**src/rtl/mips_multicycle_sequencer_pkg.sv**
```systemverilog
// Shared state encoding for the MIPS multi-cycle sequencer.
package mips_seq_pkg;

    localparam int SEQ_STATE_W = 3;

    typedef enum logic [SEQ_STATE_W-1:0] {
        RST    = 3'd0,
        FETCH  = 3'd1,
        DECODE = 3'd2,
        EXEC   = 3'd3,
        MEM    = 3'd4,
        WB     = 3'd5,
        HALT   = 3'd6,
        FAULT  = 3'd7
    } seq_state_t;

endpackage

```
**src/rtl/mips_multicycle_sequencer_timeout.sv**
```systemverilog
// Wait-cycle counter; expired marks the cycle whose wait would bring the
// count to 2**TO_W-1, i.e. the last cycle in which an ack/done is still accepted.
module seq_timeout_counter #(
    parameter int TO_W = 8
) (
    input  logic clk,
    input  logic rst_b,
    input  logic clr,
    input  logic en,
    output logic expired
);

    localparam logic [TO_W-1:0] LAST = ~(TO_W'(1));

    logic [TO_W-1:0] cnt_q;

    always_ff @(posedge clk or negedge rst_b) begin
        if (!rst_b) begin
            cnt_q <= '0;
        end else if (clr) begin
            cnt_q <= '0;
        end else if (en) begin
            cnt_q <= cnt_q + TO_W'(1);
        end
    end

    assign expired = (cnt_q == LAST);

endmodule

```
**src/rtl/mips_multicycle_sequencer.sv**
```systemverilog
// Multi-cycle FETCH/DECODE/EXEC/MEM/WB sequencer owning the shared memory port,
// with handshake timeout fault, syscall halt and a retired-instruction counter.
module mips_multicycle_sequencer
    import mips_seq_pkg::*;
#(
    parameter int TO_W  = 8,
    parameter int RET_W = 32
) (
    input  logic                   clk,
    input  logic                   rst_b,
    input  logic                   cu_reg_write,
    input  logic                   cu_mem_read,
    input  logic                   cu_mem_write,
    input  logic                   cu_multi,
    input  logic                   cu_halt,
    input  logic                   mem_ack,
    input  logic                   alu_done,
    output logic                   mem_req,
    output logic                   mem_data_sel,
    output logic                   mem_we,
    output logic                   ir_we,
    output logic                   alu_start,
    output logic                   reg_we,
    output logic                   pc_we,
    output logic                   halted,
    output logic                   fault,
    output logic [RET_W-1:0]       retired,
    output logic [SEQ_STATE_W-1:0] state
);

    seq_state_t       state_q, state_d;
    logic             exec_first_q;
    logic [RET_W-1:0] retired_q;
    logic             to_en, to_clr, to_expired;

    seq_timeout_counter #(.TO_W(TO_W)) u_timeout (
        .clk     (clk),
        .rst_b   (rst_b),
        .clr     (to_clr),
        .en      (to_en),
        .expired (to_expired)
    );

    always_comb begin
        state_d = state_q;
        to_en   = 1'b0;
        case (state_q)
            RST:    state_d = FETCH;
            FETCH: begin
                if (mem_ack)         state_d = DECODE;
                else if (to_expired) state_d = FAULT;
                else                 to_en   = 1'b1;
            end
            DECODE: state_d = cu_halt ? HALT : EXEC;
            EXEC: begin
                if (!cu_multi || alu_done)
                    state_d = (cu_mem_read || cu_mem_write) ? MEM : WB;
                else if (to_expired) state_d = FAULT;
                else                 to_en   = 1'b1;
            end
            MEM: begin
                if (mem_ack)         state_d = WB;
                else if (to_expired) state_d = FAULT;
                else                 to_en   = 1'b1;
            end
            WB:     state_d = FETCH;
            HALT:   state_d = HALT;
            FAULT:  state_d = FAULT;
            default: state_d = RST;
        endcase
    end

    assign to_clr = (state_d != state_q);

    always_ff @(posedge clk or negedge rst_b) begin
        if (!rst_b) begin
            state_q      <= RST;
            exec_first_q <= 1'b0;
            retired_q    <= '0;
        end else begin
            state_q      <= state_d;
            exec_first_q <= (state_d == EXEC) && (state_q != EXEC);
            if (state_q == WB) retired_q <= retired_q + RET_W'(1);
        end
    end

    // Moore decode from the state register; only ir_we follows mem_ack directly.
    always_comb begin
        mem_req      = 1'b0;
        mem_data_sel = 1'b0;
        mem_we       = 1'b0;
        ir_we        = 1'b0;
        alu_start    = 1'b0;
        reg_we       = 1'b0;
        pc_we        = 1'b0;
        halted       = 1'b0;
        fault        = 1'b0;
        case (state_q)
            FETCH: begin
                mem_req = 1'b1;
                ir_we   = mem_ack;
            end
            EXEC:  alu_start = exec_first_q;
            MEM: begin
                mem_req      = 1'b1;
                mem_data_sel = 1'b1;
                mem_we       = cu_mem_write;
            end
            WB: begin
                reg_we = cu_reg_write;
                pc_we  = 1'b1;
            end
            HALT:  halted = 1'b1;
            FAULT: fault  = 1'b1;
            default: ;
        endcase
    end

    assign retired = retired_q;
    assign state   = state_q;

endmodule

```
**config.mk**
```make
export PLATFORM = sky130hd
export DESIGN_NAME = mips_multicycle_sequencer
export DESIGN_NICKNAME = d
export VERILOG_FILES = /design/src/rtl/mips_multicycle_sequencer_pkg.sv /design/src/rtl/mips_multicycle_sequencer_timeout.sv /design/src/rtl/mips_multicycle_sequencer.sv
export SDC_FILE = /design/constraint.sdc
export NUM_CORES = 1
export LEC_CHECK = 0
export ABC_AREA = 1
export BUFFER_PORTS_ARGS = -buffer_cell sky130_fd_sc_hd__buf_2
export CORE_ASPECT_RATIO = 1.4
export CORE_MARGIN = 8
export CORE_UTILIZATION = 56
export CTS_CLUSTER_SIZE = 10
export DETAILED_ROUTE_END_ITERATION = 7
export PLACE_DENSITY = 0.9
export SYNTH_ARGS = -nofsm -noshare
export SYNTH_HDL_FRONTEND = slang
export SYNTH_HIERARCHICAL = 1
export SYNTH_SLANG_ARGS = --single-unit
```
**constraint.sdc**
```tcl
create_clock -name clk -period 2.4 [get_ports clk]
set_clock_uncertainty 0.15 [all_clocks]
set_input_delay 0 -clock clk [delete_from_list [all_inputs] [get_ports clk]]
set_output_delay 0 -clock clk [all_outputs]
set_load 0.005 [all_outputs]
```
Word-level counts from Yosys, hierarchy flattened --
Index checks and enable logic that the tools add are counted.
Operators by class: $add $sub $neg 2, equal/unequal tests 11, multiplexer cells 22, reductions and logical operators 8
Operators with widths (count):
- $add 32x1->32 const B | 1
- $pmux 3 s7 | 1
- $mux 8 | 2
- $mux 3 | 5
- $mux 1 | 13
- $eq 3x3->1 const B | 4
- $eq 3x2->1 const B | 3
- $add 8x1->8 const B | 1
- $eq 8x8->1 const B | 1
- $reduce_or 2->1 | 2
- $eq 3x1->1 const B | 1
- $logic_not 3->1 | 1
- $ne 3x2->1 const B | 1
- $ne 3x3->1 | 1
- $logic_or 1x1->1 | 2
- $pmux 1 s2 | 1
- $reduce_bool 2->1 | 1
- $logic_and 1x1->1 | 1
- $logic_not 1->1 | 1
Word-level totals: register bits 44, output and inout bits 44

Logic depth before layout (Yosys ltp) --
word-level depth 6, depth in mapped cells 17, mapped depth without buffers 17

Cells and area by module --
The synthesis kept the hierarchy.
Modules (own cells, without submodules):
- mips_multicycle_sequencer | times used 1, cells an instance 348, area an instance 2338.5 um2, sequential area each 900.9 um2
- seq_timeout_counter | times used 1, cells an instance 59, area an instance 466.7 um2, sequential area each 200.2 um2

Worst setup path before layout --
No wires, ideal clock.
path type flip-flop to flip-flop, start register u_timeout.cnt_q[0], end register u_timeout.cnt_q[2], library setup time 0.129 ns, data arrival time 1.816 ns, data required time 2.121 ns, setup slack 0.305 ns, cell stages (with the launch flop) 16, buffers on the path 0, cells stage by stage dfrtp_1 inv_1 ha_1 nand3_1 nor3_1 o21ai_0 nand3_1 nand3_1 nand2_1 nand2_1 nand2_1 nand2_1 nor2_4 nor2_4 o21ai_0 a21oi_1
Between the ends: word-level cells in the longest chain between the ends 6
RTL lines:
- start, declared | line mips_multicycle_sequencer_timeout.sv:15 | logic [TO_W-1:0] cnt_q;
- start signal, assigned | line mips_multicycle_sequencer_timeout.sv:23 | cnt_q <= cnt_q + TO_W'(1);
- $eq 8x8->1 * | line mips_multicycle_sequencer_timeout.sv:27 | assign expired = (cnt_q == LAST);
- named net to_expired | line mips_multicycle_sequencer.sv:34 | logic to_en, to_clr, to_expired;
- $mux 3 * | line mips_multicycle_sequencer.sv:51, mips_multicycle_sequencer.sv:58, mips_multicycle_sequencer.sv:63
- $mux 3 (on tied branches) | line mips_multicycle_sequencer.sv:62, mips_multicycle_sequencer.sv:56, mips_multicycle_sequencer.sv:50
- $pmux 3 s7 * | line mips_multicycle_sequencer.sv:47 | case (state_q)
- named net state_d[0] | line mips_multicycle_sequencer.sv:31 | seq_state_t state_q, state_d;
- $ne 3x3->1 * | line mips_multicycle_sequencer.sv:73 | assign to_clr = (state_d != state_q);
- named net to_clr | line mips_multicycle_sequencer.sv:34
- $mux 8 / $reduce_bool 2->1 (equally long branches)
Mark *: on every way through the listed nets, which the timed path passes. The rest lies on a longest branch. The select of a mux whose other input is x is not followed. A chain may end at the register's enable or synchronous reset.

Worst setup path after layout --
start register u_timeout.cnt_q[0], end register u_timeout.cnt_q[0]
Same word-level chain as after synthesis.

==> out/summary.txt <==
multi-input logic area - 1470 µm²
fin nets - 488
hold path cells - 6
routed len/inst - 13.4 µm
Max Cap Viol - 0
Worst-path clk slew - 80 ps
ANT cells - 0
total global routing overflow - 0
final worst-path cycle share - 94.4%
syn avg cell area - 6.89 µm²
DRC viols - 0
total negative slack - 0 ps
Layout area overhead - 18.2%
Pwr per Cell Area - 673 nW/µm²
fillers - 409
Rows - 30
Final ANT Viol Nets - 0
startpoint types - register
Slew @ Worst Pin - 946 ps
H-tree depth - 2
first-pass GRT wire length - 11900 µm
vias in the first global route - 2693
count of final setup violators - 0
syn_nets - 419
Root Driver - clkbuf_8
status - completed
IO Port Bufs - 52
min Tclk post-route - 2270 ps
reg2reg setup slack - 130 ps
commonest non-fill, non-tap cell in the layout - nand2_1
Synth warnings - 6
worst r2r src - u_timeout/cnt_q[0]
hold path start - cu_multi
Vias - 2798
Crit. End Element - register
Worst Path Required - 2470 ps
Unique masters post-synth - 28
CTS Buf Count - 5
detailed-route vias per instance - 5.18
Max Fclk - 0.441 GHz
global placer's final weighted congestion - 0.938
Core ar. - 4840 µm²
Clk Latency, worst-skew pair - 300 ps
Synth Cell Area - 2810 µm²
crit-path max FO - 6
Sink Count - 44
Hold Vio Cnt, Final - 0
FF+latch area - 1100 µm²
initial antenna violation count - 0
largest net degree at the start of global routing - 45
TritonRoute pass-1 iters - 4
DP HPWL - 5570 µm
GR Util All Layers - 20.2%
Initial Util - 57.9%
Ports - 53
Leakage Power - 1.71 nW
Seq/Total Area, Yosys - 39.3%
most frequent cells in the layout - nand2_1 (140), nor2_1 (60), inv_1 (56)
largest cells by area after synthesis - dfrtp_1 (39%), nand2_1 (19%), nor2_1 (8.0%)
R2R depth - 15
synthesized flop and latch total - 44
worst hold path class - primary input to register
Setup WS pre-CTS - 30.0 ps
worst setup margin - 134 ps
Post-Route WL - 7210 µm
die area - 7560 µm²
TritonCTS clock tree - done
most area-hungry cell type in the Yosys netlist - dfrtp_1
share of cells above drive strength 1 - 19.5%
share of the synthesized area in the top cell type - 39.3%
1st-iter DRT viols - 114
Worst Path Arrival - 2340 ps
Reg2Reg Capture Point - u_timeout/cnt_q[0]
Horiz. Die Dim - 75.8 µm
Worst Hold Endpoint - state[2]
Die Y - 99.7 µm
cells after synthesis - 407
Setup Crit Path Kind - register to register
Slew HR - 36.9%
fin. max-slew vios - 0
Worst VDD drop - 0.833 mV
Clock Path Buffers - 2
cell usage after synthesis:
library cell,n
ha_1,3
nand3b_1,2
nand2_2,5
buf_6,2
nand2_1,140
o21ai_0,6
nor3_1,3
nor2_4,9
nand3_1,31
xor2_1,10
nor2_1,60
inv_2,1
and2_1,1
nand4_1,7
nand3_2,2
nor3_2,1
clkinv_2,1
inv_1,57
xnor2_1,5
o31ai_1,1
a21oi_1,7
o211ai_1,1
dfrtp_1,44
nand3_4,1
nor2_2,4
nor4_1,1
o21ai_1,1
nor3b_1,1
through the flow:
stage	power [mW]	hold WS (ps)	utilization [%]	cells	instance area, µm²
6_report	2.23	14.1	68.5	540	3320
5_1_grt	2.38	24.3	68.5	540	3320
4_1_cts	2.21	24.5	67.7	536	3280
3_5_place_dp	1.73	28.8	65.0	524	3150
3_3_place_gp	1.70	37.7	65.0	524	3150
2_1_floorplan	1.46	-446	-	407	2810
sequential cells by signal, summed over array words and instances, names as in the netlist:
register         flops
u_timeout/cnt_q      8
retired             32
exec_first_q         1
state                3
critical path, stage by stage, from the launching register on:
cell     delay (ps)
dfrtp_1         400
inv_2            70
ha_1            140
nand3_1          80
nor3_2          220
o21ai_0         120
nand3_1         120
nand3_1          90
nand2_1          80
nand2_1          50
nand2_1          60
nand2_1         100
nor2_4          170
nor2_4           80
buf_4           130
a21oi_1         120
repair_timing:
item | 4_1_cts | 5_1_grt
hold buffers | 5 | 0
setup endpoints to repair | 0 | 8
gates resized for setup | 0 | 3
buffers inserted | 0 | 4
hold endpoints to repair | 48 | 0
logic make-up after synthesis:
group	share of synthesized area (%)
adders and majority gates	1.34
buffers and inverters	8.74
and+or+nand+nor	43.0
DFF	39.3
xor gates and xnor gates	4.68
AOI/OAI and AO/OA	3.03
metal layers:
| metal | vias to the layer above | wire length (µm) | global-route usage, % |
|---|---|---|---|
| met2 | 105 | 3630 | 35.1 |
| met5 | - | 0 | 0 |
| met4 | 0 | 365 | 12.3 |
| li1 | 1385 | - | - |
| met1 | 1274 | 2770 | 20.5 |
| met3 | 34 | 442 | 4.73 |
worst max path at each step:
stage	endpoint	depth (start not counted)	start	slack, ps
final	u_timeout/cnt_q[0]	15	u_timeout/cnt_q[0]	130
after global routing	u_timeout/cnt_q[0]	15	u_timeout/cnt_q[0]	-20
after CTS	u_timeout/cnt_q[7]	16	u_timeout/cnt_q[0]	20
after detailed placement	u_timeout/cnt_q[7]	16	u_timeout/cnt_q[0]	30
after global placement	u_timeout/cnt_q[2]	15	u_timeout/cnt_q[0]	180
after floorplan	u_timeout/cnt_q[2]	15	u_timeout/cnt_q[0]	300
power by group:
group          total (mW)  switching (mW)  leakage, nW  internal [mW]
Sequential          0.916           0.103        0.602          0.813
Combinational       0.857           0.547         1.07          0.310
Clock               0.460           0.262       0.0400          0.198
Total                2.23           0.912         1.71           1.32
area by class of cell:
cell class | instances | area share, %
sequential | 44 | 33.2
clock inverter | 2 | 0.377
multi-input combinational | 302 | 44.3
tap | 64 | 2.41
timing repair buffer | 64 | 10.9
inverter | 59 | 6.71
clock buffer | 5 | 2.07
Power figures use the tool's default switching activity.
